**config.mk**
```make
export PLATFORM = sky130hd
export DESIGN_NAME = divider_8bit_seq
export DESIGN_NICKNAME = d
export VERILOG_FILES = /design/src/rtl/divider_8bit_seq.sv
export SDC_FILE = /design/constraint.sdc
export NUM_CORES = 1
export LEC_CHECK = 0
export CAP_MARGIN = 20
export CORE_MARGIN = 2
export CORE_UTILIZATION = 41
export DETAILED_ROUTE_END_ITERATION = 8
export GPL_TIMING_DRIVEN = 0
export PLACE_DENSITY = 0.61
export SLEW_MARGIN = 20
export SYNTH_ARGS = -nofsm -noshare
export SYNTH_HDL_FRONTEND = slang
export SYNTH_SLANG_ARGS = --single-unit
```
**constraint.sdc**
```tcl
create_clock -name i_clk -period 2.8 [get_ports i_clk]
set_clock_uncertainty 0.15 [all_clocks]
set_input_delay 0.56 -clock i_clk [delete_from_list [all_inputs] [get_ports i_clk]]
set_output_delay 0.56 -clock i_clk [all_outputs]
set_load 0.01 [all_outputs]
```
**src/rtl/divider_8bit_seq.sv**
```systemverilog
// -----------------------------------------------------------------------------
// divider_8bit_seq
//
// Sequential unsigned divider (restoring shift-subtract). It produces one
// quotient bit per clock and uses a START/BUSY/DONE handshake, so a control
// unit can stall on a divide until the result is valid.
//
// Ports
//   i_clk          clock; all state changes on the rising edge
//   i_rst_n        asynchronous active-low reset
//   i_start        request; accepted only on an edge while idle
//   i_data1        dividend (unsigned, WIDTH bits)
//   i_data2        divisor  (unsigned, WIDTH bits)
//   o_quotient     quotient of the last completed operation (registered)
//   o_remainder    remainder of the last completed operation (registered)
//   o_busy         high while an operation is in progress
//   o_done         one-cycle pulse when the results are updated
//   o_div_by_zero  set together with o_done when the latched divisor was 0
//
// Timing: the edge that accepts START is E0. Edges E1..E(WIDTH) each run one
// iteration, and o_done is visible after E(WIDTH). The DONE cycle is idle, so
// a new START can be accepted on the very next edge.
// -----------------------------------------------------------------------------
module divider_8bit_seq #(
  parameter int WIDTH = 8
) (
  input  logic             i_clk,
  input  logic             i_rst_n,
  input  logic             i_start,
  input  logic [WIDTH-1:0] i_data1,
  input  logic [WIDTH-1:0] i_data2,
  output logic [WIDTH-1:0] o_quotient,
  output logic [WIDTH-1:0] o_remainder,
  output logic             o_busy,
  output logic             o_done,
  output logic             o_div_by_zero
);

  localparam int CNT_W = $clog2(WIDTH) + 1;
  localparam logic [CNT_W-1:0] LAST_ITER = CNT_W'(WIDTH - 1);

  typedef enum logic {
    S_IDLE = 1'b0,
    S_RUN  = 1'b1
  } state_t;

  state_t           r_state;
  // The stored partial remainder is always smaller than the divisor, so it
  // fits in WIDTH bits; the extra bit only exists inside the trial subtract.
  logic [WIDTH-1:0] r_rem;
  logic [WIDTH-1:0] r_dvd;   // dividend shifting out, quotient shifting in
  logic [WIDTH-1:0] r_dsr;   // latched divisor
  logic [CNT_W-1:0] r_cnt;   // iteration counter
  logic             r_dbz;   // latched divisor==0 flag

  logic [WIDTH-1:0] r_quotient;
  logic [WIDTH-1:0] r_remainder;
  logic             r_busy;
  logic             r_done;
  logic             r_div_by_zero;

  // One restoring step: shift the next dividend bit into the partial
  // remainder and try to subtract the divisor, WIDTH+1 bits wide so the MSB
  // of the trial acts as the borrow (1 = negative, restore).
  logic [WIDTH:0]   w_shift;
  logic [WIDTH:0]   w_trial;
  logic             w_neg;
  logic [WIDTH-1:0] w_rem_next;
  logic [WIDTH-1:0] w_dvd_next;

  assign w_shift    = {r_rem, r_dvd[WIDTH-1]};
  assign w_trial    = w_shift - {1'b0, r_dsr};
  assign w_neg      = w_trial[WIDTH];
  assign w_rem_next = w_neg ? w_shift[WIDTH-1:0] : w_trial[WIDTH-1:0];
  assign w_dvd_next = {r_dvd[WIDTH-2:0], ~w_neg};

  always_ff @(posedge i_clk or negedge i_rst_n) begin
    if (!i_rst_n) begin
      r_state       <= S_IDLE;
      r_rem         <= '0;
      r_dvd         <= '0;
      r_dsr         <= '0;
      r_cnt         <= '0;
      r_dbz         <= 1'b0;
      r_quotient    <= '0;
      r_remainder   <= '0;
      r_busy        <= 1'b0;
      r_done        <= 1'b0;
      r_div_by_zero <= 1'b0;
    end else begin
      case (r_state)
        S_IDLE: begin
          // DONE is a single-cycle pulse; it always drops on the next edge,
          // including the edge that accepts a back-to-back START.
          r_done <= 1'b0;
          if (i_start) begin
            r_dvd   <= i_data1;
            r_dsr   <= i_data2;
            r_rem   <= '0;
            r_cnt   <= '0;
            r_dbz   <= (i_data2 == '0);
            r_busy  <= 1'b1;
            r_state <= S_RUN;
          end
        end

        S_RUN: begin
          // START is ignored here; operands were already latched.
          r_rem <= w_rem_next;
          r_dvd <= w_dvd_next;
          r_cnt <= r_cnt + 1'b1;
          if (r_cnt == LAST_ITER) begin
            r_quotient    <= w_dvd_next;
            r_remainder   <= w_rem_next;
            r_div_by_zero <= r_dbz;
            r_done        <= 1'b1;
            r_busy        <= 1'b0;
            r_state       <= S_IDLE;
          end
        end

        default: begin
          r_state <= S_IDLE;
          r_busy  <= 1'b0;
          r_done  <= 1'b0;
        end
      endcase
    end
  end

  assign o_quotient    = r_quotient;
  assign o_remainder   = r_remainder;
  assign o_busy        = r_busy;
  assign o_done        = r_done;
  assign o_div_by_zero = r_div_by_zero;

endmodule

```
==> impl_metrics.ini, run 1 <==
[floorplan]
die_height_um = 81.6
fp-row-count = 28
die_area_um2 = 6660
io_pins = 38
core_area_um2 = 5890
start_util_pct = 41.9
die_w_um = 81.6

[logic_synthesis]
syn_inst = 252
syn_area_per_cell_um2 = 9.80
synth_edf_count = 0
synth_cell_types = 45
post-synth-top-area-fraction_pct = 49.7
ys_seq_area_share_pct = 49.7
synth_nets = 281
ys_warn_count = 0
async_flop_share_pct = 100
synth_area_leaders = dfrtp_1 (50%), nand2_1 (9.3%), mux2i_1 (6.1%)
synth_ff_type = dfrtp_1
ys_ff_latch = 49
mappedNetlistArea_um2 = 2470
yosys.area.top_type = dfrtp_1

[placement]
gp_congestion = 0.787
dp.cells = 363
dp_hpwl_mm = 3.95
portBuffers = 36

[routing]
wl_mm = 5.57
route.met2.wl_mm = 2.64
dr_wl_met3_um = 116
ant_nets = 0
drc = 0
first_pass_iters = 4
vias = 1962
drt_iter0_drc = 68
wl_per_cell_um = 14.8
avgViaCountPerCell = 5.22
highest_layer = met4
routedLengthMet1_mm = 2.75

[layout]
final_util_pct = 52.5
final_nets = 329
fill_cells = 563
multiInputGateArea_um2 = 1170
final_cell_mix = nand2_1 (61), dfrtp_1 (49), clkdlybuf4s50_1 (35), o21ai_0 (24), mux2i_1 (15)
regArea_um2 = 1230
layout.cells.non_filler = 376
layout-drive-gt1-share_pct = 9.30
num_antenna_cells = 0
areaGrowthSynthToFinish_pct = 25.2
layout_commonest_cell = nand2_1

[clock_network]
hold_buffers = 0
clockRootBuffer = clkbuf_8
cts_buffer_depth = 2
cts_buffers = 5
htreeDepth = 2
cts_tree = done
clock-sinks = 49
insertion_delay_ps = 310
clkTransAtPathRegs_ps = 100

[power]
peakVddDrop_mv = 1.08
leakage_nw = 1.40
power_density_nw_per_um2 = 1480

[sta]
fin_crit_sh_pct = 96.0
rsz0062_at_grt = no
max-slew-margin-rel_pct = 57.2
setup_viol = 0
fmax_mhz = 372
worstMarginPinSlew_ps = 643
min_period_ps = 2690
hold_viol = 0
slew_violations = 0

[grt]
grt_pass1_wl_mm = 9.37
grt_max_degree = 50
grt_usage_pct = 18.7
antenna_found_initial = 0
grt_pass1_vias = 1896
grt-ovfl-total = 0

[critical_path]
ff2ff_path_depth = 9
r2r-end = r_rem[0]
endpoint_kind = flop
crit_path_max_fanout = 6
worstSetupPathType = reg2reg
r2r-start = r_dvd[7]
cp.required_ps = 2880
cp-start-kind = flop
cp.arrival_ps = 2770
regToRegSetupSlack_ps = 110

[worst_hold_path]
hold_path_class = in2async

[job]
max_cap_violations = 0

[status]
status = finished, final reports clean
## metrics by stage
stage	total power, mW	worst slack (ps)	instance area (um^2)	TNS, ps	hold WS, ps
after floorplan	3.14	243	2470	0	114
after global placement	3.81	-523	2920	-25670	310
after detailed placement	3.87	-90.6	2920	-537	312
after CTS	4.55	14.2	3080	0	140
after global routing	4.95	10.9	3090	0	170
final	4.56	111	3090	0	120
## cells by family after synthesis
| logic type | count (synthesis) | synth area share, % |
|---|---|---|
| simple gates | 87 | 15.1 |
| compound gates | 59 | 16.9 |
| flops | 49 | 49.7 |
| buf+inv | 24 | 3.65 |
| mux | 17 | 7.15 |
| fa+ha+maj | 10 | 5.37 |
| xor+xnor | 6 | 2.13 |
## how the worst max path moves through the flow
stage | start | endpoint | slack, ps | cells after the start
after floorplan | r_dvd[7] | r_rem[0] | 240 | 9
after global placement | i_rst_n | r_dbz | -520 | 1
after detailed placement | r_dvd[7] | o_remainder[6] | -90 | 9
after CTS | r_dvd[7] | r_rem[0] | 10 | 9
after global routing | r_dvd[7] | o_remainder[1] | 10 | 10
final | r_dvd[7] | r_rem[0] | 110 | 9
## area by class of cell
type | count | share of cell area (%)
plain buffers | 10 | 1.21
clock buffers | 7 | 3.12
clock inverters | 1 | 0.283
inverters | 14 | 1.70
multi-input cells | 179 | 37.8
flip-flops and latches | 49 | 39.7
well taps | 75 | 3.04
repair buffers | 41 | 13.2
## layer usage
layer / up-vias / global-route usage [%]
li1: 969 / -
met3: 5 / 2.31
met5: - / 0
met4: 0 / 6.50
met1: 960 / 26.8
met2: 28 / 29.3
## where the power goes
group	total [mW]	internal [mW]	switching [mW]	leakage, nW
sequential	1.30	1.07	0.228	0.605
clock	0.479	0.229	0.250	0.0549
combinational	2.79	1.34	1.45	0.742
## cells in the mapped netlist (all sizes together), types with 2 or more instances
cell type,number
a211oi,3
a21o,2
a21oi,6
and3,2
clkbuf,9
dfrtp,49
ha,9
inv,13
mux2,2
mux2i,15
nand2,61
nand3,5
nand4b,2
nor2,8
nor3,3
nor4,2
o211ai,2
o21ai,30
o22ai,5
xor2,5
## critical path, cell delays in order, from the launching register on
cell and delay [ps]:
dfrtp_1 410, inv_2 90, ha_4 130, inv_1 50, fa_2 380, a211oi_4 280
o211ai_2 150, a311o_2 480, mux2_4 340, o22ai_2 130
## sequential cells by signal, indices dropped and copies added, names as in the netlist
name           flops
r_rem              8
r_dsr              8
r_cnt              4
o_busy             1
o_done             1
r_state            1
o_quotient         8
r_dvd              8
o_remainder        8
o_div_by_zero      1
r_dbz              1
## timing repair
| item | in CTS | in global routing |
|---|---|---|
| hold endpoints to repair | 0 | 0 |
| gates resized for setup | 4 | 0 |
| endpoints found under the setup margin | 16 | 14 |
| pin swaps | 5 | 2 |
| setup buffers | 3 | 2 |
(Power assumes the default switching activity.)
==> run 2: changes to the inputs <==
- CTS_CLUSTER_SIZE: default -> 16
- MAX_ROUTING_LAYER: default -> met4
==> impl_metrics.ini, run 2 (same netlist as run 1, synthesis figures left out) <==
[floorplan]
start_util_pct = 41.9
fp-row-count = 28
die_w_um = 81.6
die_area_um2 = 6660
core_area_um2 = 5890
io_pins = 38
die_height_um = 81.6

[layout]
layout.cells.non_filler = 376
fill_cells = 563
final_nets = 329
final_cell_mix = nand2_1 (61), dfrtp_1 (49), clkdlybuf4s50_1 (35), o21ai_0 (24), mux2i_1 (15)
num_antenna_cells = 0
areaGrowthSynthToFinish_pct = 25.2
multiInputGateArea_um2 = 1170
layout_commonest_cell = nand2_1
layout-drive-gt1-share_pct = 9.30
regArea_um2 = 1230

[critical_path]
cp.arrival_ps = 2760
worstSetupPathType = reg2reg
critPathTopFamily = compound AO/OA/AOI/OAI gates
crit_chain = inv_2, ha_4, inv_1, fa_2, a211oi_4, o211ai_2, a311o_2, mux2_4, o22ai_2
ff2ff_path_depth = 9
critPathBufInv = 2
crit_start = r_dvd[7]
r2r-start = r_dvd[7]
cp-start-kind = flop
cp.depth = 9
endpoint_kind = flop
r2r-end = r_rem[0]
max_stage_delay_ps = 480
cp.required_ps = 2880
regToRegSetupSlack_ps = 120
worstSetupEndpoint = r_rem[0]
crit_path_max_fanout = 6
slowest_stage = a311o_2

[status]
status = finished, final reports clean

[power]
pwr-share-comb_pct = 61.1
power_density_nw_per_um2 = 1470
p_seq_share_pct = 28.4
clockPowerShare_pct = 10.5
intPower_mw = 2.64
p_switching_mw = 1.92
swShare_pct = 42.1
leakage_nw = 1.40
peakVddDrop_mv = 1.08

[sta]
hold_viol = 0
slew_violations = 0
min_period_ps = 2680
tns_ps = 0
setup_viol = 0
max-slew-margin-rel_pct = 57.7
timing.hold.ws_ps = 120
worstMarginPinSlew_ps = 634
rsz0062_at_grt = no
fin_crit_sh_pct = 95.8
fmax_mhz = 373

[grt]
grt-ovfl-total = 0
antenna_found_initial = 0
grt_usage_pct = 19.2
grt_pass1_wl_mm = 9.37
grt_pass1_vias = 1896
grt_max_degree = 50

[clock_network]
insertion_delay_ps = 310
htreeDepth = 2
clkTransAtPathRegs_ps = 100
cts_buffer_depth = 2
cts_tree = done
clock-sinks = 49
cts_buffers = 5
clockRootBuffer = clkbuf_8
hold_buffers = 0

[routing]
first_pass_iters = 4
vias = 1961
wl_per_cell_um = 14.8
wl_mm = 5.57
drt_iter0_drc = 64
avgViaCountPerCell = 5.22
drc = 0
ant_nets = 0

[job]
max_cap_violations = 0

[placement]
dp_hpwl_mm = 3.95
portBuffers = 36
gp_congestion = 0.798
dp.cells = 363

[worst_hold_path]
hold_path_class = in2async
run 2: worst reg2reg max path, delay by kind of cell, from the launching register on:
| kind | cells | cell delay, ps |
|---|---|---|
| compound gates | 4 | 1040 |
| fa+ha+maj | 2 | 510 |
| buf+inv | 2 | 140 |
| flops | 1 | 410 |
| mux | 1 | 340 |
run 2: timing repair:
action | in CTS | in global routing
setup buffers | 3 | 2
pin swaps | 5 | 2
setup endpoints to repair | 16 | 14
cloned | 0 | 0
resized for setup | 4 | 0
run 2: metrics by stage:
step	util, %	power, mW	cell area, um^2	setup WS [ps]
2_1_floorplan	-	3.14	2470	243
3_3_place_gp	49.7	3.81	2920	-523
3_5_place_dp	49.6	3.87	2920	-90.6
4_1_cts	52.3	4.55	3080	14.2
5_1_grt	52.5	4.95	3090	10.9
6_report	52.5	4.55	3090	118
run 2: area by class of cell:
type | instances | share of cell area, %
well taps | 75 | 3.04
inverters | 14 | 1.70
repair buffers | 41 | 13.2
clock buffers | 7 | 3.12
plain buffers | 10 | 1.21
multi-input cells | 179 | 37.8
clock inverters | 1 | 0.283
flip-flops and latches | 49 | 39.7
run 2: worst min-delay path by stage:
stage                       start        endpoint  slack, ps
floorplan                 i_rst_n          o_busy        110
global placement    o_quotient[3]   o_quotient[3]        310
detailed placement  o_quotient[7]   o_quotient[7]        310
CTS                       i_rst_n   o_quotient[3]        140
global route              i_rst_n  o_remainder[6]        170
finish                    i_rst_n  o_remainder[6]        120
run 2: power groups by stage:
stage | registers [mW] | logic, mW | clock network (mW)
2_1_floorplan | 1.31 | 1.83 | 0
3_3_place_gp | 1.30 | 2.51 | 0
3_5_place_dp | 1.30 | 2.57 | 0
4_1_cts | 1.29 | 2.77 | 0.494
5_1_grt | 1.34 | 3.09 | 0.515
6_report | 1.29 | 2.78 | 0.479
run 2: per-layer routing:
layer  vias to the layer above  routed length (um)  track usage, %
met5                         -                   0               -
met4                         0                  72            6.50
met1                       956                2710            26.8
li1                        970                   -               -
met2                        30                2650            29.3
met3                         5                 143            2.31
==> run 3: changes to the inputs <==
- PLACE_DENSITY: 0.61 -> 0.64
- clock period: 2.8 -> 2.45 ns (I/O delays scaled with it)
==> impl_metrics.ini, run 3 (same netlist as run 1, synthesis figures left out) <==
[grt]
grt_usage_pct = 18.8
grt_pass1_wl_mm = 9.19
antenna_found_initial = 0
grt_max_degree = 50
grt_pass1_vias = 1886
grt-ovfl-total = 0

[routing]
first_pass_iters = 4
route.met2.wl_mm = 2.51
wl_per_cell_um = 14.2
drc = 0
routedLengthMet1_mm = 2.67
highest_layer = met4
dr_wl_met3_um = 183
wl_mm = 5.40
avgViaCountPerCell = 5.22
vias = 1982
drt_iter0_drc = 132
ant_nets = 0

[status]
violations = negative setup slack
status = finished, violations left

[critical_path]
worstSetupPathType = reg2reg
cp.required_ps = 2520
cp-start-kind = flop
r2r-start = r_dvd[7]
r2r-end = r_rem[0]
crit_path_max_fanout = 6
crit_start = r_dvd[7]
endpoint_kind = flop
cp.arrival_ps = 2730
worstSetupEndpoint = r_rem[0]
regToRegSetupSlack_ps = -200
ff2ff_path_depth = 9

[clock_network]
clock-sinks = 49
clkTransAtPathRegs_ps = 100
cts_buffer_depth = 2
cts_buffers = 5
clockRootBuffer = clkbuf_8
cts_tree = done
htreeDepth = 2
insertion_delay_ps = 310

[layout]
final_cell_mix = nand2_1 (60), dfrtp_1 (49), clkdlybuf4s50_1 (35), o21ai_0 (20)
num_antenna_cells = 0
layout_commonest_cell = nand2_1
fill_cells = 557
areaGrowthSynthToFinish_pct = 30.3
layout-drive-gt1-share_pct = 15.4
final_nets = 333

[floorplan]
fp-row-count = 28
io_pins = 38
die_area_um2 = 6660
core_area_um2 = 5890
start_util_pct = 41.9
die_height_um = 81.6
die_w_um = 81.6

[sta]
fmax_mhz = 377
fin_crit_sh_pct = 108
hold_viol = 0
timing.hold.ws_ps = 37.6
setup_ws_ps = -202
setup_viol = 16
worstMarginPinSlew_ps = 623
rsz0062_at_grt = yes
slew_violations = 0
tns_ps = -2060
min_period_ps = 2650
max-slew-margin-rel_pct = 58.5

[placement]
gp_congestion = 0.766
pre_cts_slack_ps = -339
dp_hpwl_mm = 3.83
portBuffers = 36

[worst_hold_path]
hold_path_class = in2async

[job]
max_cap_violations = 0
run 3: final cells by class:
| cell class | instances | area, um^2 | share of cell area, % |
|---|---|---|---|
| Buffer | 10 | 37.5 | 1.17 |
| Clock buffer | 5 | 68.8 | 2.14 |
| Clock inverter | 3 | 21.3 | 0.661 |
| Inverter | 14 | 52.6 | 1.63 |
| Multi-Input combinational cell | 179 | 1280 | 39.8 |
| Sequential cell | 49 | 1230 | 38.1 |
| Tap cell | 75 | 93.8 | 2.92 |
| Timing Repair Buffer | 45 | 437 | 13.6 |
run 3: worst max-delay path: stages, from the launching register on:
cell and delay, ps:
dfrtp_1 400, inv_2 90, ha_4 130, inv_2 30, fa_2 390, a211oi_4 270
o211ai_2 160, a311o_2 480, mux2_4 340, o22ai_2 140
run 3: worst min-delay path by stage:
stage / end / cells past startpoint / slack [ps] / startpoint
2_1_floorplan: o_busy / 0 / 40 / i_rst_n
3_3_place_gp: o_quotient[3] / 2 / 310 / o_quotient[3]
3_5_place_dp: o_quotient[4] / 2 / 310 / o_quotient[4]
4_1_cts: o_quotient[2] / 1 / 70 / i_rst_n
5_1_grt: r_state / 1 / 90 / i_rst_n
6_report: r_dvd[0] / 1 / 40 / i_rst_n
run 3: metal layers:
metal	track usage, %	vias up
met2	28.1	29
met5	-	-
li1	-	985
met1	26.7	965
met4	5.00	0
met3	3.30	3
run 3: what timing repair did:
item                                    in CTS  in global routing
hold buffers                                 0                  0
pin swaps                                    7                  1
endpoints found under the setup margin      18                 18
gates resized for setup                     21                 10
setup buffers                                6                  3
run 3: stage by stage:
stage | instances | util, % | instance area [um^2]
CTS | 377 | 53.5 | 3150
detailed placement | 363 | 49.7 | 2920
global route | 380 | 54.6 | 3220
floorplan | 252 | - | 2470
finish | 380 | 54.6 | 3220
global placement | 363 | 49.7 | 2930
Power of run 3 is left out: the tool's default activity adds up to more than one toggle a clock period on the data nets, which glitch-free logic cannot reach.
